**src/rtl/plab3_mem_write_merge_buffer_pkg.sv**
```systemverilog
// plab3_mem_consts: shared state encoding and line geometry for the store merge buffer.
package plab3_mem_consts;
  localparam logic [1:0] EMPTY = 2'd0;
  localparam logic [1:0] FILL  = 2'd1;
  localparam logic [1:0] DRAIN = 2'd2;
  localparam int c_line_words = 4;
  localparam int c_word_nbits = 32;
  localparam int c_wben_nbits = 16;
endpackage

```
**src/rtl/plab3_mem_write_merge_buffer_if.sv**
```systemverilog
// plab3_mem_write_merge_buffer_if: store request side and line write side of the merge buffer.
interface plab3_mem_write_merge_buffer_if #(
  parameter int p_addr_nbits = 32,
  parameter int p_data_nbits = 32,
  parameter int p_line_nbits = 128
);
  logic                      in_val;
  logic                      in_rdy;
  logic [p_addr_nbits-1:0]   in_addr;
  logic [p_data_nbits-1:0]   in_data;
  logic                      out_val;
  logic                      out_rdy;
  logic [p_addr_nbits-5:0]   out_addr;
  logic [p_line_nbits-1:0]   out_data;
  logic [p_line_nbits/8-1:0] out_wben;
  logic                      out_sd;
  modport master (output in_val, in_addr, in_data, out_rdy,
                  input  in_rdy, out_val, out_addr, out_data, out_wben, out_sd);
  modport slave  (input  in_val, in_addr, in_data, out_rdy,
                  output in_rdy, out_val, out_addr, out_data, out_wben, out_sd);
endinterface

```
**src/rtl/plab3_mem_word_merge.sv**
```systemverilog
// plab3_mem_word_merge: writes one word into its line slot and sets that slot's byte enables.
module plab3_mem_word_merge
  import plab3_mem_consts::*;
(
  input  logic [1:0]                           slot,
  input  logic [c_word_nbits-1:0]              word,
  input  logic [c_line_words*c_word_nbits-1:0] data_old,
  input  logic [c_wben_nbits-1:0]              mask_old,
  output logic [c_line_words*c_word_nbits-1:0] data_new,
  output logic [c_wben_nbits-1:0]              mask_new
);
  for (genvar i = 0; i < c_line_words; i++) begin : g_word
    assign data_new[c_word_nbits*i +: c_word_nbits] = (slot == 2'(i)) ? word : data_old[c_word_nbits*i +: c_word_nbits];
    assign mask_new[4*i +: 4] = (slot == 2'(i)) ? 4'hF : mask_old[4*i +: 4];
  end
endmodule

```
**src/rtl/plab3_mem_write_merge_buffer.sv**
```systemverilog
// plab3_mem_write_merge_buffer: single-entry store coalescing buffer emitting whole-line writes.
module plab3_mem_write_merge_buffer
  import plab3_mem_consts::*;
#(
  parameter int p_addr_nbits = 32,
  parameter int p_data_nbits = 32,
  parameter int p_line_nbits = 128,
  parameter int p_timeout    = 8
) (
  input  logic clk,
  input  logic reset,
  input  logic sd,
  input  logic flush,
  output logic empty,
  plab3_mem_write_merge_buffer_if.slave bus
);
  localparam int c_tag_nbits = p_addr_nbits - 4;
  logic [1:0]              state_q, state_d;
  logic [c_tag_nbits-1:0]  tag_q, tag_d;
  logic                    sd_q, sd_d;
  logic [p_line_nbits-1:0] data_q, data_d, merged_data;
  logic [c_wben_nbits-1:0] mask_q, mask_d, merged_mask;
  logic [7:0]              timer_q, timer_d;
  logic tag_hit, rdy, acc, fire, go_drain;
  logic unused_addr_lsb;
  assign unused_addr_lsb = ^bus.in_addr[1:0];
  plab3_mem_word_merge merge (
    .slot     (bus.in_addr[3:2]),
    .word     (bus.in_data),
    .data_old (data_q),
    .mask_old (mask_q),
    .data_new (merged_data),
    .mask_new (merged_mask)
  );
  always_comb begin
    tag_hit  = (bus.in_addr[p_addr_nbits-1:4] == tag_q) && (sd == sd_q);
    rdy      = (state_q == EMPTY) || ((state_q == FILL) && tag_hit);
    acc      = bus.in_val && rdy;
    fire     = (state_q == DRAIN) && bus.out_rdy;
    tag_d    = (state_q == EMPTY && acc) ? bus.in_addr[p_addr_nbits-1:4] : tag_q;
    sd_d     = (state_q == EMPTY && acc) ? sd : sd_q;
    data_d   = fire ? '0 : acc ? merged_data : data_q;
    mask_d   = fire ? '0 : acc ? merged_mask : mask_q;
    timer_d  = (acc || state_q != FILL) ? 8'd0 : timer_q + 8'd1;
    // idle expiry compares the incremented count so a lone store drains p_timeout cycles after it arrives
    go_drain = (&mask_d) || (bus.in_val && !tag_hit) || (sd != sd_q) || flush ||
               (!acc && (timer_q + 8'd1 == 8'(p_timeout - 1)));
    state_d  = (state_q == EMPTY) ? (acc ? ((p_timeout == 1) ? DRAIN : FILL) : EMPTY) :
               (state_q == FILL)  ? (go_drain ? DRAIN : FILL) :
               (fire ? EMPTY : DRAIN);
  end
  always_ff @(posedge clk or negedge reset) begin
    if (!reset) begin
      state_q <= EMPTY;
      tag_q   <= '0;
      sd_q    <= 1'b0;
      data_q  <= '0;
      mask_q  <= '0;
      timer_q <= '0;
    end else begin
      state_q <= state_d;
      tag_q   <= tag_d;
      sd_q    <= sd_d;
      data_q  <= data_d;
      mask_q  <= mask_d;
      timer_q <= timer_d;
    end
  end
  assign bus.in_rdy   = rdy;
  assign bus.out_val  = (state_q == DRAIN);
  assign bus.out_addr = tag_q;
  assign bus.out_data = data_q;
  assign bus.out_wben = mask_q;
  assign bus.out_sd   = sd_q;
  assign empty        = (state_q == EMPTY);
endmodule

```
**src/flat_wrapper.sv**
```systemverilog
// flat-port wrapper written by rule: the top's interface ports become plain ports
module plab3_mem_write_merge_buffer_flat import plab3_mem_consts::*;
#(
  parameter int p_addr_nbits = 32,
  parameter int p_data_nbits = 32,
  parameter int p_line_nbits = 128,
  parameter int p_timeout    = 8
)
  (clk, reset, sd, flush, empty, bus_in_val, bus_in_addr, bus_in_data, bus_out_rdy, bus_in_rdy, bus_out_val, bus_out_addr, bus_out_data, bus_out_wben, bus_out_sd);
  plab3_mem_write_merge_buffer_if #(.p_addr_nbits(p_addr_nbits), .p_data_nbits(p_data_nbits), .p_line_nbits(p_line_nbits)) bus_i ();
  input  logic clk;
  input  logic reset;
  input  logic sd;
  input  logic flush;
  output logic empty;
  input wire logic [$bits(bus_i.in_val)-1:0] bus_in_val;
  input wire logic [$bits(bus_i.in_addr)-1:0] bus_in_addr;
  input wire logic [$bits(bus_i.in_data)-1:0] bus_in_data;
  input wire logic [$bits(bus_i.out_rdy)-1:0] bus_out_rdy;
  output wire logic [$bits(bus_i.in_rdy)-1:0] bus_in_rdy;
  output wire logic [$bits(bus_i.out_val)-1:0] bus_out_val;
  output wire logic [$bits(bus_i.out_addr)-1:0] bus_out_addr;
  output wire logic [$bits(bus_i.out_data)-1:0] bus_out_data;
  output wire logic [$bits(bus_i.out_wben)-1:0] bus_out_wben;
  output wire logic [$bits(bus_i.out_sd)-1:0] bus_out_sd;
  assign bus_i.in_val = bus_in_val;
  assign bus_i.in_addr = bus_in_addr;
  assign bus_i.in_data = bus_in_data;
  assign bus_i.out_rdy = bus_out_rdy;
  assign bus_in_rdy = bus_i.in_rdy;
  assign bus_out_val = bus_i.out_val;
  assign bus_out_addr = bus_i.out_addr;
  assign bus_out_data = bus_i.out_data;
  assign bus_out_wben = bus_i.out_wben;
  assign bus_out_sd = bus_i.out_sd;
  plab3_mem_write_merge_buffer #(.p_addr_nbits(p_addr_nbits), .p_data_nbits(p_data_nbits), .p_line_nbits(p_line_nbits), .p_timeout(p_timeout)) u_core (.clk(clk), .reset(reset), .sd(sd), .flush(flush), .empty(empty), .bus(bus_i));
endmodule
```
**config.mk**
```make
export PLATFORM = sky130hd
export DESIGN_NAME = plab3_mem_write_merge_buffer_flat
export DESIGN_NICKNAME = d
export VERILOG_FILES = /design/src/rtl/plab3_mem_write_merge_buffer_pkg.sv /design/src/rtl/plab3_mem_write_merge_buffer_if.sv /design/src/rtl/plab3_mem_word_merge.sv /design/src/rtl/plab3_mem_write_merge_buffer.sv /design/src/flat_wrapper.sv
export SDC_FILE = /design/constraint.sdc
export NUM_CORES = 1
export LEC_CHECK = 0
export CELL_PAD_IN_SITES_DETAIL_PLACEMENT = 1
export CELL_PAD_IN_SITES_GLOBAL_PLACEMENT = 1
export CORE_AREA = 2 2 135 190
export CTS_CLUSTER_DIAMETER = 120
export CTS_CLUSTER_SIZE = 30
export DETAILED_ROUTE_END_ITERATION = 10
export DIE_AREA = 0 0 137 192
export PLACE_DENSITY_LB_ADDON = 0.15
export SLEW_MARGIN = 10
export SYNTH_ARGS = -nofsm -noshare
export SYNTH_HDL_FRONTEND = slang
export SYNTH_SLANG_ARGS = --single-unit
```
**constraint.sdc**
```tcl
create_clock -name clk -period 2.24 [get_ports clk]
set_clock_uncertainty 0.1 [all_clocks]
set_input_delay 0.448 -clock clk [delete_from_list [all_inputs] [get_ports clk]]
set_output_delay 0.448 -clock clk [all_outputs]
set_load 0.02 [all_outputs]
```
# After elaboration in Yosys (flattened, before gate mapping)
# Cells that the tools add are included.
# Widths: inputs -> output; s select.
[totals]
wordCells = 65
register_bits = 183
out_inout_bits = 176
input_bits = 70
[classes]
eq_ne = 10
n_addsub = 1
n_mux = 18
n_reduce_logical = 27
[ops]
columns = ["operator", "count"]
rows = [
  ["$mux 128", 2],
  ["$mux 32", 4],
  ["$mux 16", 2],
  ["$eq 28x28->1", 1],
  ["$mux 4", 4],
  ["$reduce_and 16->1", 1],
  ["$reduce_bool 2->1", 5],
  ["$add 8x1->8 const B", 1],
  ["$eq 8x3->1 const B", 1],
  ["$mux 2", 4],
  ["$mux 8", 1],
  ["$reduce_and 2->1", 4],
  ["$logic_and 1x1->1", 7],
  ["$eq 2x2->1 const B", 3],
  ["$logic_or 1x1->1", 6],
  ["$eq 2x1->1 const B", 2],
  ["$logic_not 2->1", 2],
  ["$logic_not 1->1", 2],
  ["$ne 2x1->1 const B", 1],
  ["$eq 1x1->1", 1],
  ["$mux 1", 1],
  ["$ne 1x1->1", 1],
]

# Depth between registers and ports, before layout
[depth]
depth_word = 15
mapped_depth = 9
mapped_depth_nobuf = 7

# By module
# From an unflattened synthesis, not the netlist that was laid out.
[unflattened]
hier_cells = 962
hier_area_um2 = 9643.0
[by_module_without_submodules]
columns = ["mod", "instances", "area_each_um2", "seq_area_each_um2", "cells_each"]
rows = [
  ["plab3_mem_write_merge_buffer", 1, 7729.9, 4579.4, 800],
  ["plab3_mem_word_merge", 1, 1913.1, 0.0, 162],
]

# Least setup slack after synthesis
# No wires, ideal clock.
[synth_timing]
kind = "register to register"
from = "reg u_core.tag_q[25] (netlist: u_core.bus.out_addr[25])"
to = "reg u_core.data_q[69] (netlist: u_core.bus.out_data[69])"
period_less_slack_ps = 2332
t_arrival_ps = 2100
path_buffers = 2
t_required_ps = 2008
setup_ps = 132
path_slack_ps = -92
stages_incl_launch_ff = 10
cell_sequence = "dfrtp_1 > xor2_1 > nor4_2 > and4_1 > nand3_4 > a211o_1 > buf_6 > buf_6 > mux2i_1 > nor2_1"
[synth_via]
elab_chain_cells = 7
[synth_rtl]
columns = ["item", "line", "rtl"]
rows = [
  ["start, declared", "plab3_mem_write_merge_buffer.sv:19", "logic [c_tag_nbits-1:0] tag_q, tag_d;"],
  ["start signal, assigned", "plab3_mem_write_merge_buffer.sv:62", "tag_q <= tag_d;"],
  ["$eq 28x28->1", "plab3_mem_write_merge_buffer.sv:36", "tag_hit = (bus.in_addr[p_addr_nbits-1:4] == tag_q) && (sd == sd_q);"],
  ["$logic_and 1x1->1", "plab3_mem_write_merge_buffer.sv:36", ""],
  ["$logic_and 1x1->1", "plab3_mem_write_merge_buffer.sv:37", "rdy = (state_q == EMPTY) || ((state_q == FILL) && tag_hit);"],
  ["$logic_or 1x1->1", "plab3_mem_write_merge_buffer.sv:37", ""],
  ["$logic_and 1x1->1", "plab3_mem_write_merge_buffer.sv:38", "acc = bus.in_val && rdy;"],
  ["$reduce_bool 2->1 (no source line)", "--", ""],
  ["$reduce_and 2->1 (no source line)", "--", ""],
  ["end signal, assigned", "plab3_mem_write_merge_buffer.sv:64", "data_q <= data_d;"],
  ["end, declared", "plab3_mem_write_merge_buffer.sv:21", "logic [p_line_nbits-1:0] data_q, data_d, merged_data;"],
]
# No other way between the ends.
# A chain may end at the register's enable or synchronous reset.

# Final worst setup path
[layout_timing]
from = "in bus_in_addr[25]"
to = "out bus_in_rdy"
[layout_via]
elab_chain_cells = 4
[layout_rtl]
columns = ["item", "line", "rtl"]
rows = [
  ["start, declared", "flat_wrapper.sv:17", "input wire logic [$bits(bus_i.in_addr)-1:0] bus_in_addr;"],
  ["$eq 28x28->1", "plab3_mem_write_merge_buffer.sv:36", ""],
  ["$logic_and 1x1->1", "plab3_mem_write_merge_buffer.sv:36", ""],
  ["$logic_and 1x1->1", "plab3_mem_write_merge_buffer.sv:37", ""],
  ["$logic_or 1x1->1", "plab3_mem_write_merge_buffer.sv:37", ""],
  ["end, declared", "flat_wrapper.sv:20", "output wire logic [$bits(bus_i.in_rdy)-1:0] bus_in_rdy;"],
]
# No other way between the ends.

==> flow_summary.toml <==
[outcome]
status = "complete, but fails checks"
violations = "negative setup slack"

[final_layout]
drive_above_1_share_pct = 21.22
syn_to_final_growth_pct = 56.78
nFillCells = 2618
utilization_pct = 51.14
finalNetCount = 1073

[timing]
fmax_mhz = 382.9
fin_crit_ns = 2.612
rsz0062_at_grt = "true"
setup_viol = 140
finalHoldViolCount = 0
drv_slew = 0
fin_ws_ns = -0.3715
tightest_slew_ns = 0.5126
relSlewSlack_pct = 65.82
finalCritPeriodShare_pct = 116.6

[job]
max_cap_violations = 0

[clock_network]
clockBufferDepth = 2
htree_levels = 4
cts_buffers = 17
path_clk_slew_ns = 0.07
cts_tree = "yes"
root_buffer = "clkbuf_16"
clk_latency_ns = 0.44
cts.sinks = 183

[worst_hold_path]
hp-class = "input port to register"
hold_end = "u_core.bus.out_addr[25]"
min-delay-start = "bus_in_addr[29]"
hold_depth = 2

[yosys]
ys_types = 51
synth-seq-area-share_pct = 57.29
synth_ff_type = "dfrtp_1"
synth_edf_count = 0
synthesis.nets = 744
synthCells = 672
synthArstFlopShare_pct = 100.0
synthesis.area_mm2 = 0.007993
ys.warnings.count = 0
avgSynthCellArea_um2 = 11.89
synth_top_area_share_pct = 57.29
ys_ff_latch = 183
synth_area_leaders = "dfrtp_1, mux2i_1, nor2_1"
synth_area_leader_cell = "dfrtp_1"

[route]
drtAntennaViolNets = 0
drt-wirelength-per-cell_um = 19.40
vias = 6263
drtIter0Drc = 144
drcViolationCount = 0
firstDrtPassIters = 4
drt_wl_total_um = 25780
vias_per_cell = 4.713

[critical_path]
cp_top_family = "simple AND/OR/NAND/NOR gates"
max_stage_delay_ns = 0.44
end_kind = "primary output"
crit_arrival_ns = 2.06
r2r_start = "u_core.bus.out_addr[17]"
r2r_cells = 9
worstPathCellList = "clkdlybuf4s50_1 -> xor2_1 -> nor4_2 -> and4_4 -> nand3_4 -> a21oi_2 -> buf_4"
path_class = "input port to primary output"
start_kind = "input port"
worst-path-buf-inv = 2
critPathMaxFanout = 2
rrSetupSlack_ns = -0.32
cpMaxStageDelayCell = "clkdlybuf4s50_1"
crit_required_ns = 1.69
reg2reg_to = "u_core.bus.out_data[67]"

[die]
chipWidth_um = 137
start_util_pct = 32.62
die_h_um = 192
ios = 246
rows = 68
core-area_mm2 = 0.02450
die-area_mm2 = 0.02630

[global_routing]
gr-total-overflow = 0
grt_first_pass_wirelength_um = 38870
grt_use_total_pct = 19.66
grt_max_degree = 97
grt_antenna_before_repair = 1
grt_pass1_vias = 6706

[power]
power.density_mw_per_mm2 = 1473
power_leakage_nw = 6.095
vdd_ir_drop_max_mv = 0.7361
power_w = 0.01846

[placed_design]
hpwlAfterDp_um = 16950
io_buffers = 243
preCtsSetupSlack_ns = -0.9932
gp_congestion = 0.7838
-- kinds of logic after synthesis --
kind of cell | Yosys count | synth area share [%]
AO/OA/AOI/OAI | 42 | 3.538
buffers and inverters | 51 | 3.475
multiplexers | 159 | 20.38
XOR/XNOR | 35 | 3.835
AND/OR/NAND/NOR | 200 | 11.16
flip-flops | 183 | 57.29
adder cells (fa/ha/maj) | 2 | 0.3130
-- state kept, by name, indices dropped and copies added, names as in the netlist --
name and cells:
u_core.bus.out_addr 28, u_core.bus.out_data 128, u_core.bus.out_sd 1, u_core.bus.out_wben 16, u_core.state_q 2, u_core.timer_q 8
-- placed cells by master (no fill, tap or decap), types with 4 or more instances in the layout --
master / instances
clkbuf_16: 23
a21oi_2: 8
clkinv_2: 4
nand3_1: 5
xor2_1: 25
nor2_1: 150
buf_12: 15
buf_4: 72
dfrtp_2: 12
nand2_1: 13
xnor2_1: 8
dfrtp_1: 171
clkdlybuf4s50_1: 230
mux2i_1: 119
dlygate4sd2_1: 8
a31oi_1: 4
nand4_1: 6
mux2_2: 30
a21oi_1: 6
mux2i_2: 9
inv_1: 14
buf_16: 4
buf_6: 7
-- repair_timing --
item	in CTS	in global routing
hold buffers	1	0
buffers inserted	7	7
endpoints found under the setup margin	147	146
pin swaps	10	10
gates cloned	7	8
endpoints found under the hold margin	35	0
gates resized for setup	28	39
-- per-stage QoR --
step / area, µm² / hold WS (ns) / cells / setup TNS [ns]
after floorplan: 8066 / 0.05241 / 672 / -0.6227
after global placement: 11350 / 0.2908 / 1270 / -107.84
after detailed placement: 11350 / 0.2909 / 1270 / -114.90
after CTS: 12220 / 0.2922 / 1316 / -36.16
after global routing: 12530 / 0.2656 / 1329 / -46.48
final: 12530 / 0.2498 / 1329 / -33.87
-- layer usage --
layer  global-route usage, %  part of all wire (%)  wire (µm)
met1                   22.93                    40      10200
met2                   34.21                    53      13580
met3                   6.044                   6.0       1542
met4                   6.225                   1.8        464
met5                       0                     0          0
-- report_power, final --
group	total, W	leakage [nW]	internal, W	switching, W
clock	0.00289	0.269	0.00161	0.00128
sequential	0.00595	2.36	0.00491	0.00104
combinational	0.00961	3.46	0.00478	0.00483
-- final cells by class --
cell class                      instances  area (µm²)  area share [%]
Clock inverter                          8       73.82          0.5891
Multi-Input combinational cell        438        3323           26.52
Antenna cell                            1       2.502         0.01997
Tap cell                              315       394.1           3.145
Clock buffer                           23       478.0           3.814
Timing Repair Buffer                  347        3612           28.83
Inverter                               14       52.55          0.4194
Sequential cell                       183        4594           36.66
-- worst max path at each step --
stage	startpoint	endpoint	slack [ns]	cells after the start
5_1_grt	u_core.bus.out_addr[11]	u_core.bus.out_data[77]	-0.43	9
3_5_place_dp	bus_in_addr[4]	bus_in_rdy	-0.99	7
6_report	bus_in_addr[25]	bus_in_rdy	-0.37	7
3_3_place_gp	bus_in_addr[4]	bus_in_rdy	-0.96	7
4_1_cts	u_core.bus.out_addr[24]	bus_in_rdy	-0.41	6
2_1_floorplan	u_core.bus.out_addr[11]	u_core.bus.out_data[69]	-0.02	9
-- cell usage after synthesis (3+ instances only) --
library cell,instances
xnor2_1,8
dfrtp_1,183
a31oi_1,4
clkbuf_1,20
nand3_1,5
nand2_1,13
nand2b_1,3
xor2_1,27
nor2b_1,3
buf_4,6
mux2i_1,129
nor4_2,4
mux2_2,30
o22ai_1,3
nand4_1,6
nor2_1,150
buf_2,3
inv_1,14
a21oi_1,16
buf_6,8
(Power assumes the default switching activity.)
